--- src/rtl/mdu.sv ---
// Iterative RV64 multiply/divide unit: shift-add multiply and restoring divide, one bit per cycle.
// Division by zero and signed overflow complete on a one-cycle fast path.
package mdu_pkg;
    typedef logic [63:0] word_t;
    typedef enum logic [3:0] {
        MDU_NOP, MDU_MUL, MDU_MULW,
        MDU_DIV, MDU_DIVU, MDU_REM, MDU_REMU,
        MDU_DIVW, MDU_DIVUW, MDU_REMW, MDU_REMUW
    } mdu_op_t;
endpackage

module mdu
    import mdu_pkg::*;
(
    input  logic    clk,
    input  logic    reset,
    input  logic    valid,
    input  mdu_op_t op,
    input  word_t   a,
    input  word_t   b,
    input  logic    flush,
    output logic    ready,
    output logic    busy,
    output logic    done,
    output word_t   result
);
    typedef enum logic [1:0] {IDLE, MUL_RUN, DIV_RUN, DONE} state_t;

    state_t     state_q, state_d;
    logic [6:0] cnt_q, cnt_d;
    word_t      acc_q, acc_d;   // product accumulator / partial remainder
    word_t      opa_q, opa_d;   // multiplicand / dividend-quotient shift register
    word_t      opb_q, opb_d;   // multiplier / divisor magnitude
    logic       w_q, w_d, rem_sel_q, rem_sel_d, neg_quo_q, neg_quo_d, neg_rem_q, neg_rem_d;
    logic       done_q, done_d;
    word_t      result_q, result_d;

    logic       accept, is_mul, is_w, is_signed, is_rem, a_neg, b_neg, div0, ovf, ge;
    word_t      sa, sb, mag_a, mag_b, fast_val, fast_res, mul_acc, mul_res;
    word_t      quo_nxt, rem_nxt, quo_s, rem_s, pick, div_res;
    logic [64:0] shifted, diff;

    assign ready  = (state_q == IDLE);
    assign busy   = (state_q != IDLE);
    assign done   = done_q;
    assign result = result_q;

    always_comb begin
        accept    = ready && valid && (op != MDU_NOP) && !flush;
        is_mul    = (op == MDU_MUL) || (op == MDU_MULW);
        is_w      = (op == MDU_MULW) || (op == MDU_DIVW) || (op == MDU_DIVUW) ||
                    (op == MDU_REMW) || (op == MDU_REMUW);
        is_signed = (op == MDU_DIV) || (op == MDU_REM) || (op == MDU_DIVW) || (op == MDU_REMW);
        is_rem    = (op == MDU_REM) || (op == MDU_REMU) || (op == MDU_REMW) || (op == MDU_REMUW);
        if (is_w) begin
            sa = is_signed ? {{32{a[31]}}, a[31:0]} : {32'b0, a[31:0]};
            sb = is_signed ? {{32{b[31]}}, b[31:0]} : {32'b0, b[31:0]};
        end else begin
            sa = a;
            sb = b;
        end
        a_neg    = is_signed && sa[63];
        b_neg    = is_signed && sb[63];
        mag_a    = a_neg ? -sa : sa;
        mag_b    = b_neg ? -sb : sb;
        div0     = (sb == '0);
        ovf      = is_signed && (sb == '1) &&
                   (sa == (is_w ? 64'hFFFF_FFFF_8000_0000 : 64'h8000_0000_0000_0000));
        fast_val = div0 ? (is_rem ? sa : '1) : (is_rem ? '0 : sa);
        fast_res = is_w ? {{32{fast_val[31]}}, fast_val[31:0]} : fast_val;
    end

    always_comb begin
        mul_acc = opb_q[0] ? acc_q + opa_q : acc_q;
        mul_res = w_q ? {{32{mul_acc[31]}}, mul_acc[31:0]} : mul_acc;
        // Remainder stays below the divisor, so the shifted value fits 65 bits and
        // diff[64] is a clean borrow.
        shifted = {acc_q, opa_q[63]};
        diff    = shifted - {1'b0, opb_q};
        ge      = !diff[64];
        quo_nxt = {opa_q[62:0], ge};
        rem_nxt = ge ? diff[63:0] : shifted[63:0];
        quo_s   = neg_quo_q ? -quo_nxt : quo_nxt;
        rem_s   = neg_rem_q ? -rem_nxt : rem_nxt;
        pick    = rem_sel_q ? rem_s : quo_s;
        div_res = w_q ? {{32{pick[31]}}, pick[31:0]} : pick;
    end

    always_comb begin
        state_d   = state_q;
        cnt_d     = cnt_q;
        acc_d     = acc_q;
        opa_d     = opa_q;
        opb_d     = opb_q;
        w_d       = w_q;
        rem_sel_d = rem_sel_q;
        neg_quo_d = neg_quo_q;
        neg_rem_d = neg_rem_q;
        done_d    = 1'b0;
        result_d  = result_q;
        case (state_q)
            IDLE: begin
                if (accept) begin
                    w_d       = is_w;
                    rem_sel_d = is_rem;
                    neg_quo_d = a_neg ^ b_neg;
                    neg_rem_d = a_neg;
                    cnt_d     = is_w ? 7'd32 : 7'd64;
                    acc_d     = '0;
                    if (is_mul) begin
                        state_d = MUL_RUN;
                        opa_d   = sa;
                        opb_d   = sb;
                    end else if (div0 || ovf) begin
                        state_d  = DONE;
                        done_d   = 1'b1;
                        result_d = fast_res;
                    end else begin
                        state_d = DIV_RUN;
                        opa_d   = is_w ? {mag_a[31:0], 32'b0} : mag_a;
                        opb_d   = mag_b;
                    end
                end
            end
            MUL_RUN: begin
                acc_d = mul_acc;
                opa_d = opa_q << 1;
                opb_d = opb_q >> 1;
                cnt_d = cnt_q - 7'd1;
                if (cnt_q == 7'd1) begin
                    state_d  = DONE;
                    done_d   = 1'b1;
                    result_d = mul_res;
                end
            end
            DIV_RUN: begin
                acc_d = rem_nxt;
                opa_d = quo_nxt;
                cnt_d = cnt_q - 7'd1;
                if (cnt_q == 7'd1) begin
                    state_d  = DONE;
                    done_d   = 1'b1;
                    result_d = div_res;
                end
            end
            default: state_d = IDLE;
        endcase
        if (flush) begin
            state_d  = IDLE;
            done_d   = 1'b0;
            result_d = result_q;
        end
    end

    always_ff @(posedge clk) begin
        if (reset) begin
            state_q   <= IDLE;
            cnt_q     <= '0;
            acc_q     <= '0;
            opa_q     <= '0;
            opb_q     <= '0;
            w_q       <= 1'b0;
            rem_sel_q <= 1'b0;
            neg_quo_q <= 1'b0;
            neg_rem_q <= 1'b0;
            done_q    <= 1'b0;
            result_q  <= '0;
        end else begin
            state_q   <= state_d;
            cnt_q     <= cnt_d;
            acc_q     <= acc_d;
            opa_q     <= opa_d;
            opb_q     <= opb_d;
            w_q       <= w_d;
            rem_sel_q <= rem_sel_d;
            neg_quo_q <= neg_quo_d;
            neg_rem_q <= neg_rem_d;
            done_q    <= done_d;
            result_q  <= result_d;
        end
    end
endmodule

--- config.mk ---
export PLATFORM = sky130hd
export DESIGN_NAME = mdu
export DESIGN_NICKNAME = d
export VERILOG_FILES = /design/src/rtl/mdu.sv
export SDC_FILE = /design/constraint.sdc
export NUM_CORES = 2
export LEC_CHECK = 0
export ABC_AREA = 0
export CORE_ASPECT_RATIO = 0.75
export CORE_UTILIZATION = 35
export DETAILED_ROUTE_END_ITERATION = 16
export RECOVER_POWER = 50
export SYNTH_ARGS = -nofsm -noshare
export SYNTH_HDL_FRONTEND = slang
export SYNTH_SLANG_ARGS = --single-unit
--- constraint.sdc ---
create_clock -name clk -period 8.25 [get_ports clk]
set_clock_uncertainty 0.05 [all_clocks]
set_input_delay 0.825 -clock clk [delete_from_list [all_inputs] [get_ports clk]]
set_output_delay 0.825 -clock clk [all_outputs]
set_load 0.05 [all_outputs]
; Word-level counts from Yosys, hierarchy flattened
; Index checks and enable logic that the tools add are counted.
[word_totals]
register_bits = 270
elab_cells = 126
[classes]
eq_ne = 21
add_sub_neg = 7
n_reduce_logical = 37
muxes = 48
n_bitwise = 2
[op_table]
columns = cell, count
row1 = 64-bit 2-to-1 mux, 30
row2 = 64-bit one-hot mux with 3 select lines, 3
row3 = 64-bit negator, 4
row4 = 64-bit one-hot mux with 2 select lines, 1
row5 = 65-bit by 64-bit subtractor with 65-bit output, 1
row6 = 64-bit adder, 1
row7 = 64-bit == test, 1
row8 = 64-bit == test (second input constant), 1
row9 = 64-bit logical NOT, 1
row10 = 63-bit 2-to-1 mux, 1
row11 = 7-bit 2-to-1 mux, 2
row12 = 7-bit one-hot mux with 2 select lines, 1
row13 = 4-bit by 3-bit == test with 1-bit output (second input constant), 3
row14 = 4-bit == test (second input constant), 3
row15 = 1-bit logical OR, 12
row16 = 4-bit by 2-bit == test with 1-bit output (second input constant), 2
row17 = 2-bit AND reduction, 4
row18 = 7-bit by 1-bit == test with 1-bit output (second input constant), 1
row19 = 1-bit logical AND, 7
row20 = 7-bit AND reduction, 1
row21 = 7-bit by 1-bit subtractor with 7-bit output (second input constant), 1
row22 = 2-bit 2-to-1 mux, 3
row23 = 2-bit by 1-bit != test with 1-bit output (second input constant), 3
row24 = 2-bit != test (second input constant), 3
row25 = other kinds (16), 25

; Logic depth before layout (Yosys ltp)
[depth]
depth_word = 14
depth_mapped = 29
mapped_depth_nobuf = 25

; Worst setup path before layout
; No wires, ideal clock.
[synth_path]
path_kind = reg2reg
startpoint = reg opa_q[63]
endpoint = reg result_q[56] (netlist: result[56])
setup_slack_ns = 1.839
synth_period_minus_slack_ns = 6.411
t_arrival_ns = 6.241
stages_incl_launch_ff = 29
n_path_buf = 4
cell_sequence = dfxtp_1 -> inv_1 -> ha_1 -> fa_1 -> nand2b_1 -> a21boi_4 -> o31ai_4 -> a21o_1 -> o211a_1 -> o31ai_1 -> nor2_1 -> inv_1 -> buf_2 -> clkbuf_1 -> buf_2 -> buf_1 -> nor2_1 -> a21oi_1 -> ha_1 -> nand4_1 -> or4b_2 -> nand4b_1 -> a22oi_2 -> and2_1 -> nand3_1 -> o31ai_1 -> xor2_1 -> a21oi_1 -> a211o_1
[synth_via]
elab_chain_len = 8
[synth_rtl]
columns = element, line_no
row1 = start: declaration, 32  ; word_t opa_q, opa_d;
row2 = start signal: assignment, 172  ; opa_q <= opa_d;
row3 = 65-bit by 64-bit subtractor with 65-bit output, 79  ; diff = shifted - {1'b0, opb_q};
row4 = 64-bit 2-to-1 mux / 1-bit logical NOT (equally long branches), "82, 80"
row5 = 64-bit negator (on tied branches), "84, 83"
row6 = 64-bit 2-to-1 mux (on tied branches), "84, 83"
row7 = 64-bit 2-to-1 mux (*), 85  ; pick = rem_sel_q ? rem_s : quo_s;
row8 = 64-bit 2-to-1 mux (*), 86  ; div_res = w_q ? {{32{pick[31]}}, pick[31:0]} : pick;
row9 = 64-bit 2-to-1 mux (*), 140  ; if (cnt_q == 7'd1) begin
row10 = 64-bit one-hot mux with 3 select lines (*), 101  ; case (state_q)
row11 = end signal: assignment, 179  ; result_q <= result_d;
row12 = end: declaration, 36  ; word_t result_q, result_d;
; Mark *: on every way between the ends. The rest lies on a longest branch, timed or not. The select of a mux whose other input is x is not followed.
; A chain may end at the register's enable or synchronous reset.

; Final worst setup path
[layout_path]
startpoint = in op[3]
endpoint = reg opb_q[34]
[layout_via]
elab_chain_len = 12
[layout_rtl]
columns = element, line_no
row1 = start: declaration, 18  ; input mdu_op_t op,
row2 = "4-bit by 2-bit == test with 1-bit output, or another cell as far along", 53  ; is_signed = (op == MDU_DIV) || (op == MDU_REM) || (op == MDU_DIVW) || (op == MDU_REMW);
row3 = 1-bit logical OR (on tied branches) (3 in a row), "53, 51"
row4 = 64-bit 2-to-1 mux / 1-bit logical OR (equally long branches), "57, 52"
row5 = 64-bit 2-to-1 mux, 55  ; if (is_w) begin
row6 = "64-bit negator, or another cell as far along", 65  ; mag_b = b_neg ? -sb : sb;
row7 = 64-bit 2-to-1 mux / 1-bit logical AND (equally long branches), "65, 67"
row8 = 64-bit 2-to-1 mux / 1-bit logical AND (equally long branches), "114, 67"
row9 = 64-bit 2-to-1 mux / 1-bit logical OR (equally long branches), "110, 114"
row10 = 64-bit 2-to-1 mux / 3-bit != test (equally long branches), --
row11 = 64-bit one-hot mux with 2 select lines / 3-bit AND reduction (equally long branches), --
row12 = end signal: assignment, 173  ; opb_q <= opb_d;
row13 = end: declaration, 33  ; word_t opb_q, opb_d;
; Several ways; a longest one is shown, not always the timed one. The select of a mux whose other input is x is not followed.

==> impl_metrics.tcl <==
set metrics [dict create \
    clk_path_buf_depth 3 \
    die_x_um 350 \
    worstReg2RegEnd "result[62]" \
    globalplace.congestion 1.03 \
    synth.area.mux_share_pct 3.24 \
    synth_edf_count 0 \
    violations "max-capacitance violations, max-slew violations" \
    clkTransAtPathRegs_ns 0.06 \
    most-common-layout-cells "a21oi_1, nor2_1, nand2_1, o21ai_0, dfxtp_1" \
    crit_start "op[3]" \
    cp_max_fo 24 \
    ctsHoldBuffers 0 \
    io_pins 203 \
    stdcell_area_um2 35900 \
    grt_pass1_vias 33400 \
    antenna_cells 0 \
    wl_um 153000 \
    insertion_delay_ns 0.60 \
    ys_warn_count 0 \
    ys_types 106 \
    post_dp_cell_area_um2 34700 \
    ys.flop_type "dfxtp_1" \
    vias 37900 \
    finalMaxSlewViolations 79 \
    core-area_um2 89700 \
    slew_headroom_pct -25.3 \
    cts_setup_buffers 0 \
    synth_top_family_by_area "compound AO/OA/AOI/OAI gates" \
    drive_gt1_share_pct 4.81 \
    crit_type "input pin to register" \
    nets 4986 \
    synth_fa_ha_area_share_pct 6.22 \
    die_area_um2 92100 \
    ctsResizeCount 0 \
    htree_num_levels 2 \
    regArea_um2 5410 \
    worstMarginPinSlew_ns 1.87 \
    vias_per_cell 6.37 \
    grt_overflow_total 0 \
    root_buffer "clkbuf_16" \
    layout_setup_ws_ns 0.606 \
    rrSetupSlack_ns 0.98 \
    startpoint_type "input pin" \
    tritoncts "built" \
    synth-compound-area-share_pct 35.4 \
    setup_viol 0 \
    utilization_pct 40.0 \
    row_count 95 \
    yosysSeqAreaShare_pct 17.0 \
    grt_pass1_wl_um 222000 \
    crit_path_end_kind "register" \
    fin_tns_setup_ns 0 \
    start_util_pct 35.4 \
    power.density_nw_per_um2 136 \
    drtAntennaViolNets 0 \
    netlist_instances 4732 \
    syn-num-nets 5009 \
    fillers 9549 \
    dr.first_iter.drc_count 5366 \
    syn_avg_cell_area_um2 6.72 \
    crit_required_ns 8.62 \
    synthXorXnorAreaFrac_pct 7.68 \
    status "complete, but fails checks" \
    async_flop_share_pct 0 \
    place_ws_ns 1.51 \
    holdWs_ns 0.391 \
    port_buffers 202 \
    dr.pass1.iters 6 \
    crit_chain "dlygate4sd3_1, and3b_1, o21ai_0, clkbuf_1, and2_0, clkbuf_1, a21oi_1, a41o_1, and3_1, nor2_1, o21ai_0, a21oi_1, a211oi_1" \
    crit_arrival_ns 8.02 \
    antenna_found_initial 7 \
    wl_per_cell_um 25.8 \
    final_common_cell "a21oi_1" \
    slowest_stage "nor2_1" \
    synth_area_um2 31800 \
    reg2regPathDepth 24 \
    drc 0 \
    max_freq_mhz 131 \
    track_usage_pct 31.7 \
    cts_made_buffers 35 \
    worstHoldPathType "register to register" \
    critPathCapture "opb_q[34]" \
    hpwl_um 120000 \
    die_h_um 263 \
    max-cap-violations 3 \
    multi_input_area_um2 24700 \
    rsz0062_at_grt "false" \
    ys_seq_elements 270 \
    finalCriticalPeriod_ns 7.64 \
    period_share_pct 92.7 \
    ir_drop_mv 0.156 \
    synthSimpleGateAreaFrac_pct 24.9 \
    final-hold-violation-count 0 \
    leakage_nw 13.3 \
    critPathMaxStageDelay_ns 1.37 \
    cts.sinks 270 \
    r2r_start "opa_q[63]" \
    area_delta_synth_final_pct 12.8 \
    grt_max_degree 99 \
]
power breakdown:
part	leakage [nW]	internal (W)	switching [W]	total [W]
registers	2.20	0.00137	0.000126	0.00149
clock network	0.577	0.000915	0.000725	0.00164
logic	10.5	0.000570	0.00117	0.00174
total	13.3	0.00285	0.00202	0.00488
layer usage:
metal / up-vias / track usage [%] / wire [µm]
met5: - / 0 / 47
met4: 6 / 9.50 / 5090
met3: 306 / 8.71 / 17800
met2: 2114 / 46.1 / 63800
met1: 18000 / 44.8 / 66700
li1: 17500 / - / -
registers in the layout, indices dropped and copies added (netlist names), 2 cells and up:
signal / count
state_q: 2
acc_q: 64
cnt_q: 7
result: 64
opb_q: 64
opa_q: 64
cells in the mapped netlist (all sizes together), types with 27 or more instances:
library cell  count  area [µm²]
a211oi          131         983
a21o             80         601
a21oi           546        2740
a22oi            85         643
a31oi            39         250
and3             37         231
buf              60         267
clkbuf          277        1040
dfxtp           270        5410
ha              139        1740
inv             125         469
mux2i            80         801
nand2           514        1930
nand2b           44         278
nand3            72         360
nand4            71         450
nor2            540        2030
nor2b            27         169
nor3            135         691
nor4             55         374
o211ai           60         450
o21a             27         203
o21ai           433        2170
o31ai            72         564
or3              55         349
or4              30         229
xnor2           163        1430
xor2            116        1020
worst min path at each step:
stage	startpoint	end	slack, ns	cells after the start
4_1_cts	result[47]	result[47]	0.39	2
3_3_place_gp	result[47]	result[47]	0.38	2
5_1_grt	result[10]	result[10]	0.42	2
2_1_floorplan	opb_q[55]	opb_q[55]	0.38	2
3_5_place_dp	result[47]	result[47]	0.39	2
6_report	result[47]	result[47]	0.39	2
through the flow:
step | total power (W) | cells
after floorplan | 0.00256 | 4732
after global placement | 0.00319 | 5884
after detailed placement | 0.00319 | 5884
after CTS | 0.00481 | 5948
after global routing | 0.00505 | 5948
final | 0.00488 | 5948
worst max-delay path, delay by kind of cell:
kind / cells / cell delay, ns
and+or+nand+nor: 4 / 2.70
buffers and inverters: 3 / 2.24
AOI/OAI and AO/OA: 6 / 2.19
logic make-up after synthesis:
logic type / count (synthesis)
AO/OA/AOI/OAI: 1769
XOR/XNOR: 279
adder cells (fa/ha/maj): 161
buffers and inverters: 466
flip-flops: 270
multiplexers: 100
AND/OR/NAND/NOR: 1687
area by class of cell:
cell class	instances	area share (%)
Timing Repair Buffer	277	7.19
Tap cell	1212	4.23
Multi-Input combinational cell	3996	68.9
Clock buffer	47	2.85
Inverter	129	1.35
Clock inverter	17	0.436
Sequential cell	270	15.1
No activity file was read; power rests on OpenSTA's default activity.
